===== config.mk =====
export PLATFORM = sky130hd
export DESIGN_NAME = chip8_timers
export DESIGN_NICKNAME = d
export VERILOG_FILES = /design/src/rtl/chip8_pkg.sv /design/src/rtl/chip8_countdown.sv /design/src/rtl/chip8_timers.sv
export SDC_FILE = /design/constraint.sdc
export NUM_CORES = 1
export LEC_CHECK = 0
export ABC_CLOCK_PERIOD_IN_PS = 2000
export CORE_ASPECT_RATIO = 0.5
export CORE_MARGIN = 2
export CORE_UTILIZATION = 50
export DETAILED_ROUTE_END_ITERATION = 7
export PLACE_DENSITY = 0.81
export REMOVE_ABC_BUFFERS = 1
export SYNTH_ARGS = -nofsm -noshare
export SYNTH_HDL_FRONTEND = slang
export SYNTH_HIERARCHICAL = 1
export SYNTH_SLANG_ARGS = --single-unit

===== constraint.sdc =====
create_clock -name clk_in -period 2 [get_ports clk_in]
set_input_delay 0.6 -clock clk_in [delete_from_list [all_inputs] [get_ports clk_in]]
set_output_delay 0.6 -clock clk_in [all_outputs]
set_load 0.03 [all_outputs]

===== src/rtl/chip8_pkg.sv =====
// Shared CHIP-8 constants and timer type.
// Latency: n/a (declarations only).
// Backpressure: n/a.
package chip8_pkg;

    localparam int CLK_HZ  = 98_304_000;
    localparam int TICK_HZ = 60;
    localparam int TIMER_W = 8;

    typedef logic [TIMER_W-1:0] timer_t;

endpackage


===== src/rtl/chip8_countdown.sv =====
// Saturating down-counter with synchronous load; load beats decrement.
// Latency: load or decrement visible one cycle after the strobe.
// Backpressure: none, strobes are always accepted.
module chip8_countdown
    import chip8_pkg::*;
#(
    parameter int WIDTH = TIMER_W
) (
    input  logic             clk_in,
    input  logic             rst_in,
    input  logic             load_in,
    input  logic [WIDTH-1:0] load_val_in,
    input  logic             dec_in,
    output logic [WIDTH-1:0] val_out
);

    always_ff @(posedge clk_in) begin
        if (rst_in) begin
            val_out <= '0;
        end else if (load_in) begin
            val_out <= load_val_in;
        end else if (dec_in && (val_out != '0)) begin
            // Stops at zero; never wraps back to all-ones.
            val_out <= val_out - WIDTH'(1);
        end
    end

endmodule


===== src/rtl/chip8_timers.sv =====
// CHIP-8 delay and sound timers driven by a 60 Hz tick divider.
// Latency: writes visible next cycle; tick decrement visible the cycle after tick_out.
// Backpressure: none; run_in=0 freezes the divider, writes still land.
module chip8_timers #(
    parameter int TICK_PERIOD = chip8_pkg::CLK_HZ / chip8_pkg::TICK_HZ,
    parameter int TIMER_W     = chip8_pkg::TIMER_W
) (
    input  logic               clk_in,
    input  logic               rst_in,
    input  logic               run_in,
    input  logic               dt_we_in,
    input  logic               st_we_in,
    input  logic [TIMER_W-1:0] wdata_in,
    output logic [TIMER_W-1:0] dt_out,
    output logic [TIMER_W-1:0] st_out,
    output logic               tick_out,
    output logic               active_out
);

    localparam int                CNT_W    = $clog2(TICK_PERIOD);
    localparam logic [CNT_W-1:0]  CNT_LAST = CNT_W'(TICK_PERIOD - 1);

    logic [CNT_W-1:0] cnt;

    // Divider: tick_out is registered, so it is high the cycle after the wrap.
    always_ff @(posedge clk_in) begin
        if (rst_in) begin
            cnt      <= '0;
            tick_out <= 1'b0;
        end else if (run_in) begin
            if (cnt == CNT_LAST) begin
                cnt      <= '0;
                tick_out <= 1'b1;
            end else begin
                cnt      <= cnt + CNT_W'(1);
                tick_out <= 1'b0;
            end
        end else begin
            tick_out <= 1'b0;
        end
    end

    chip8_countdown #(
        .WIDTH (TIMER_W)
    ) u_dt (
        .clk_in      (clk_in),
        .rst_in      (rst_in),
        .load_in     (dt_we_in),
        .load_val_in (wdata_in),
        .dec_in      (tick_out),
        .val_out     (dt_out)
    );

    chip8_countdown #(
        .WIDTH (TIMER_W)
    ) u_st (
        .clk_in      (clk_in),
        .rst_in      (rst_in),
        .load_in     (st_we_in),
        .load_val_in (wdata_in),
        .dec_in      (tick_out),
        .val_out     (st_out)
    );

    assign active_out = (st_out != '0);

endmodule


==> impl_metrics.ini <==
[status]
run_status = finished clean

[detailed_routing]
dr_wl_met2_um = 2367
route.top_layer_used = met4
detail_route.wl_per_cell_um = 14.21
met1_length_um = 2295
remaining_drc_errors = 0
drt-total-wl_um = 4931
routed-via-count = 1956
met3_wirelength_um = 200
drt_iter0_drc = 50
number_of_detailed_routing_iterations_run_before_antenna_repair = 4
drt.antenna.violating_nets = 0
drt-vias-per-instance = 5.637

[floorplanning]
core_area_mm2 = 0.003924
die_height_um = 49.37
floorplan.die_area_mm2 = 0.004677
fp-row-count = 16
die_w_um = 94.74
initial_core_util = 0.5246
boundaryPins = 31

[setup_path]
worstReg2RegEnd = u_st/val_out[3]$_SDFFE_PP0P_
setup_crit_start = u_dt/val_out[0]$_SDFFE_PP0P_
cp_num_cells = 1
worstReg2RegStart = u_st/val_out[1]$_SDFFE_PP0P_
endpoint_arrival_time_on_the_critical_path_ns = 1.35
critical_path_class = reg2out
worst_setup_path_start_kind = flip-flop
cp_slowest_cell = sky130_fd_sc_hd__clkdlybuf4s50_1
ff2ff_setup_slack_ns = 0.14
worstPathMaxFanout = 3
cp-end-kind = output port
critical_path.top_delay_family = buffers and inverters
timing.critical_path.cells = clkdlybuf4s50_1
max_stage_delay_ns = 0.68
worstPathBufferInverterCount = 1
worst-endpoint-required_ns = 1.40
timing.reg2reg.worst_path_depth = 7
endpoint = dt_out[0]

[yosys]
synth_area_per_cell_um2 = 8.540
synthDominantAreaCellType = sky130_fd_sc_hd__dfxtp_1
mappedNetlistArea_mm2 = 0.002058
synth-warning-count = 6
yosys.cell_types.count = 48
synthTopCellsByArea = sky130_fd_sc_hd__dfxtp_1 (37%), sky130_fd_sc_hd__xor2_1 (5.1%), sky130_fd_sc_hd__nor2_1 (4.6%)
yosysSeqAreaShare = 0.3696
synthesis.instances = 241
synth_enable_flop_cells = 0
ys.flop_type = sky130_fd_sc_hd__dfxtp_1
post-synth-top-area-fraction = 0.3696
ys_seq_elements = 38
async_reset_ff_frac = 0

[timing]
fin_worst_skew_ns = 0.008428
final_critical_path_share_of_the_clock_period = 0.9771
timing.final.hold_violations = 0
timing.max_slew.rel_slack = 0.6588
rsz0062_at_grt = false
final.setup.tns_ns = 0
maxSlewViolCount = 0
timing.fmax_mhz = 511.7
final_setup_violation_count = 0
setup_slack_ns = 0.04587
period_needed_ns = 1.954
tightest_slew_ns = 0.5071

[power_and_ir_drop]
combinationalPowerShare = 0.168
power.clock.fraction = 0.382
pwr_density_cell_mw_per_mm2 = 668.4
portion_of_total_power_attributed_to_sequential_cells = 0.450
vdd.ir_drop.worst_uv = 283.1
p_switching_w = 0.0004804
p_int_w = 0.001318
sw_frac_of_total = 0.2672
power.leakage_nw = 1.043

[placement]
post-place-ws_ns = -0.2661
place_area_mm2 = 0.002574
placed_cells = 340
io_buffers = 30
place_congestion = 0.8856
post-dp-hpwl_um = 3527

[cells_and_area]
multi_input_comb_area_mm2 = 0.001235
count_of_filler_cells_inserted_in_the_layout = 313
area_growth_syn_to_layout_pct = 30.70
post_route_cells_drive_above_1_share = 0.1775
post_layout_instance_count_excluding_filler_cells = 347
area.sequential_um2 = 760.7
antenna-diode-count = 0
fin_nets = 311
design_area_mm2 = 0.002690

[global_route]
first_pass_grt_wire_length_um = 8514
initial_antenna_violation_count = 0
grt-ovfl-total = 0
maximum_number_of_pins_on_one_net_before_global_route_repair = 13
grt.total_usage = 0.2336
vias_in_the_first_global_route = 1859

[run]
maxCapViolations = 0

[clock_network]
h_tree_level_count = 2
postCtsSetupRepairBufs = 0
worst_setup_hold_path_clk_slew_ns = 0.08
cts-buffers-inserted = 5
clk_latency_ns = 0.30
ctsRootBufferMaster = sky130_fd_sc_hd__clkbuf_8
cts.sinks = 38
cts_tree = done
cts.path.max_buffers = 2

[min_path]
hold_class = reg2reg
logic make-up after synthesis:
kind of cell	synth area share
AND/OR/NAND/NOR	0.3058
AO/OA/AOI/OAI	0.1812
flip-flops	0.3696
XOR/XNOR	0.07660
buffers and inverters	0.03647
adder cells (fa/ha/maj)	0.03040
registers in the layout, indices dropped and copies added, names as in the netlist:
name	flops
cnt	21
u_dt/val_out	8
u_st/val_out	8
tick_out	1
cell usage in the layout (no fill, tap or decap), types with 3 or more instances in the layout:
cell                              netlist  layout
sky130_fd_sc_hd__o31ai_1                3       3
sky130_fd_sc_hd__dlygate4sd2_1          0      11
sky130_fd_sc_hd__dlymetal6s2s_1         0       4
sky130_fd_sc_hd__xor2_1                12      12
sky130_fd_sc_hd__buf_4                  2      23
sky130_fd_sc_hd__or3_1                 12      11
sky130_fd_sc_hd__nor4_1                 4       3
sky130_fd_sc_hd__nand3_1                7       7
sky130_fd_sc_hd__nor2_1                25      25
sky130_fd_sc_hd__clkdlybuf4s50_1        0      14
sky130_fd_sc_hd__a211oi_1               8       8
sky130_fd_sc_hd__nor3_1                 6       6
sky130_fd_sc_hd__clkbuf_8               0       6
sky130_fd_sc_hd__o211ai_1               4       4
sky130_fd_sc_hd__or4_1                  7       7
sky130_fd_sc_hd__nand2_1               15      15
sky130_fd_sc_hd__a21oi_1               15      15
sky130_fd_sc_hd__xnor2_1                6       6
sky130_fd_sc_hd__inv_1                  6       6
sky130_fd_sc_hd__nand4_1                8       8
sky130_fd_sc_hd__dfxtp_1               38      38
sky130_fd_sc_hd__o21ai_0                8       8
sky130_fd_sc_hd__ha_1                   5       5
power by group through the flow:
stage                     registers (W)  clock network, W  logic (W)
final                          0.000810          0.000686   0.000302
after detailed placement       0.000827                 0   0.000309
after CTS                      0.000809          0.000695   0.000300
after global placement         0.000825                 0   0.000303
after floorplan                0.000869                 0   0.000120
after global routing           0.000815          0.000726   0.000328
layout make-up:
class                   count  area share
flip-flops and latches     38      0.2828
clock inverters             1     0.01116
inverters                   8     0.01116
multi-input cells         186      0.4591
clock buffers               6     0.03070
repair buffers             54      0.1800
well taps                  54     0.02512
metal layers:
layer	vias up	GRT usage
li1	999	-
met1	909	0.2931
met2	39	0.3913
met3	9	0.05564
met4	0	0.08696
met5	-	0
synthesized netlist by cell type (all sizes together) (3+ instances only):
cell type	number
xor2	12
nand3	8
buf	5
nor3	6
o211ai	4
ha	5
dfxtp	38
a21oi	15
or4	9
and4	3
inv	6
nor4	4
o31ai	3
nor2	25
or3	13
and3	3
xnor2	6
a211oi	10
nand2	15
o21ai	10
clkbuf	4
nand4	9
through the flow:
stage / utilization / hold WS (ns) / power, W
after detailed placement: 0.6559 / 0.4727 / 0.001135
after CTS: 0.6808 / 0.4869 / 0.001803
final: 0.6856 / 0.4917 / 0.001798
after floorplan: - / 0.4471 / 0.0009891
after global routing: 0.6856 / 0.5314 / 0.001868
after global placement: 0.6559 / 0.4635 / 0.001129
what timing repair did:
item | 4_1_cts | 5_1_grt
hold buffers | 0 | 0
hold endpoints to repair | 0 | 0
endpoints found under the setup margin | 12 | 8
gates resized for setup | 12 | 9
worst min-delay path by stage:
stage	from	to	slack [ns]	cells past startpoint
finish	cnt[20]$_SDFFE_PP0P_	cnt[20]$_SDFFE_PP0P_	0.49	2
global placement	cnt[20]$_SDFFE_PP0P_	cnt[20]$_SDFFE_PP0P_	0.46	2
detailed placement	cnt[20]$_SDFFE_PP0P_	cnt[20]$_SDFFE_PP0P_	0.47	2
CTS	cnt[20]$_SDFFE_PP0P_	cnt[20]$_SDFFE_PP0P_	0.49	2
global route	cnt[20]$_SDFFE_PP0P_	cnt[20]$_SDFFE_PP0P_	0.53	2
floorplan	cnt[20]$_SDFFE_PP0P_	cnt[20]$_SDFFE_PP0P_	0.45	2
No activity file was read; power rests on OpenSTA's default activity.
==> RTL change, RTL diff (same flow settings) <==
Add an input register stage for `run_in`, `dt_we_in`, `st_we_in` and `wdata_in`, with the module's reset; this delays them by one clock.
--- a/src/rtl/chip8_timers.sv
+++ b/src/rtl/chip8_timers.sv
@@ -21,4 +21,23 @@
     localparam logic [CNT_W-1:0]  CNT_LAST = CNT_W'(TICK_PERIOD - 1);
 
+    logic run_q;
+    logic dt_we_q;
+    logic st_we_q;
+    logic [TIMER_W-1:0] wdata_q;
+
+    always_ff @(posedge clk_in) begin
+        if (rst_in) begin
+            run_q   <= '0;
+            dt_we_q <= '0;
+            st_we_q <= '0;
+            wdata_q <= '0;
+        end else begin
+            run_q   <= run_in;
+            dt_we_q <= dt_we_in;
+            st_we_q <= st_we_in;
+            wdata_q <= wdata_in;
+        end
+    end
+
     logic [CNT_W-1:0] cnt;
 
@@ -28,5 +47,5 @@
             cnt      <= '0;
             tick_out <= 1'b0;
-        end else if (run_in) begin
+        end else if (run_q) begin
             if (cnt == CNT_LAST) begin
                 cnt      <= '0;
@@ -46,6 +65,6 @@
         .clk_in      (clk_in),
         .rst_in      (rst_in),
-        .load_in     (dt_we_in),
-        .load_val_in (wdata_in),
+        .load_in     (dt_we_q),
+        .load_val_in (wdata_q),
         .dec_in      (tick_out),
         .val_out     (dt_out)
@@ -57,6 +76,6 @@
         .clk_in      (clk_in),
         .rst_in      (rst_in),
-        .load_in     (st_we_in),
-        .load_val_in (wdata_in),
+        .load_in     (st_we_q),
+        .load_val_in (wdata_q),
         .dec_in      (tick_out),
         .val_out     (st_out)
Check against the original RTL: not equivalent (Yosys sat finds a counterexample within 4 cycles, from zero or initial values and one cycle with rst_in high).
==> RTL change against the unedited design <==
  * First-iteration DRC count rose by 14%
  * Cell count rose by 4.0%
  * Synthesized area rose by 13%
  * Setup slack improved by 28 ps
  * Maximum frequency rose by 1.5%
  * Synthesized cell count rose by 8.7%
  * Power rose by 9.1%
  * Hold slack improved by 1.3 ps
  * Wire length rose by 5.3%
  * Sequential cell count rose by 11
  * Design area rose by 6.4%
  * Largest power group unchanged
  * Combinational power fell by 8.9%
  * Clock skew fell by 3.2 ps
  * Die area rose by 13%
==> RTL change: results (changes against the unedited design) <==
* Synth Area in XOR/XNOR at 7.499% (-0.16 points)
* Setup WS pre-CTS at 120.9 ps (+387.0 ps)
* Max Clock Skew at 5.213 ps (-3.215 ps)
* Outcome: finished, final reports clean
* Vias per Instance at 5.668 (+0.54%)
* Final setup margin at 74.10 ps (+28.23 ps)
* Largest net degree at the start of global routing at 18 (+5)
* Vias in the first global route at 1946 (+4.7%)
* Post-synth top cells: dfxtp_1 (49), nor2_1 (27), nand2_1 (15)
* Reg2reg start: cnt[0]$_SDFFE_PP0P_
* Worst Hold Path EP: u_st/val_out[2]$_SDFFE_PP0P_
* Ratio of cells with drive above 1 in the final layout at 14.47% (-3.3 points)
* Top post-synthesis cells by area: dfxtp_1 (42%), xor2_1 (4.5%), nor2_1 (4.3%)
* First-pass GRT wire length at 8631 µm (+1.4%)
* Post-DP HPWL at 3763 µm (+6.7%)
* Worst endpoint data arrival time at 1330 ps (-20 ps)
* Peak VDD IR at 0.3046 mV (+7.6%)
* Slew margin rel. at 62.88% (-3.0 points)
* Clock latency on the worst-skew pair at between 300 and 400 ps
* Multiplexer area fraction after synthesis at 0.4285% (+0.43 points)
* Worst flop-to-flop path endpoint: cnt[18]$_SDFFE_PP0P_
* Synth Area in Compound Gates at 14.68% (-3.4 points)
* Dpl cell area at 2770 µm² (+7.6%)
* Leak at 1.096 nW (+5.0%)
* Fin nets at 321 (+3.2%)
* Gate count of the mapped netlist at 262 (+8.7%)
* Antenna violations before repair at 0 (unchanged)
* Placer congestion estimate at 0.8736 (-1.4%)
* Unique masters post-synth at 43 (-10%)
* Critical path startpoint: tick_out$_SDFF_PP0_
* Crit path to: tick_out
* Hold path start: wdata_q[2]$_SDFF_PP0_
* Clock-pin slew on the worst setup and hold paths at 100 ps (+20 ps)
* R2r setup slk at 160 ps (+20 ps)
* Cell Count Post-Placement at 353 (+3.8%)
* Register area share after synthesis at 41.99% (+5.0 points)
* Synth Area in Adders at 2.678% (-0.36 points)
* Gr usage total at 21.03% (-2.3 points)
* CP Max Fanout at 2 (-1)
* Worst R2R Path Depth at 5 (-2)
* Fin Hold WS at 492.9 ps (+1.277 ps)
* Initial DRC Count at 57 (+14%)
* WL final at 5193 µm (+5.3%)
* Final std cells w/o fill at 361 (+4.0%)
## RTL change: cell count changes after synthesis, moves of 3 or more
cell | unedited run | this run
or3_1 | 12 | 7
o21ai_0 | 8 | 5
clkbuf_1 | 4 | 8
inv_1 | 6 | 9
dfxtp_1 | 38 | 49
nor2b_1 | 2 | 13
## RTL change: per-layer routing
metal	routed length, µm	track usage (%)
met1	2371	24.41
met2	2514	37.22
met3	195	5.200
met4	113	9.817
met5	0	0
## RTL change: report_power, final
group / internal (mW) / total (mW) / switching, mW
combinational: 0.123 / 0.275 / 0.152
sequential: 1.01 / 1.04 / 0.0352
clock: 0.288 / 0.643 / 0.355
total: 1.42 / 1.96 / 0.542
## RTL change: cell type report
type,instances,area [µm²]
repair buffers,45,399.1
clock inverters,2,17.52
well taps,57,71.32
fillers,393,1583
multi-input cells,191,1270
inverters,11,41.29
flip-flops and latches,49,980.9
clock buffers,6,82.58
## RTL change: what timing repair did
action,CTS,global route
pin swaps,0,0
setup endpoints to repair,14,4
resized for setup,14,6
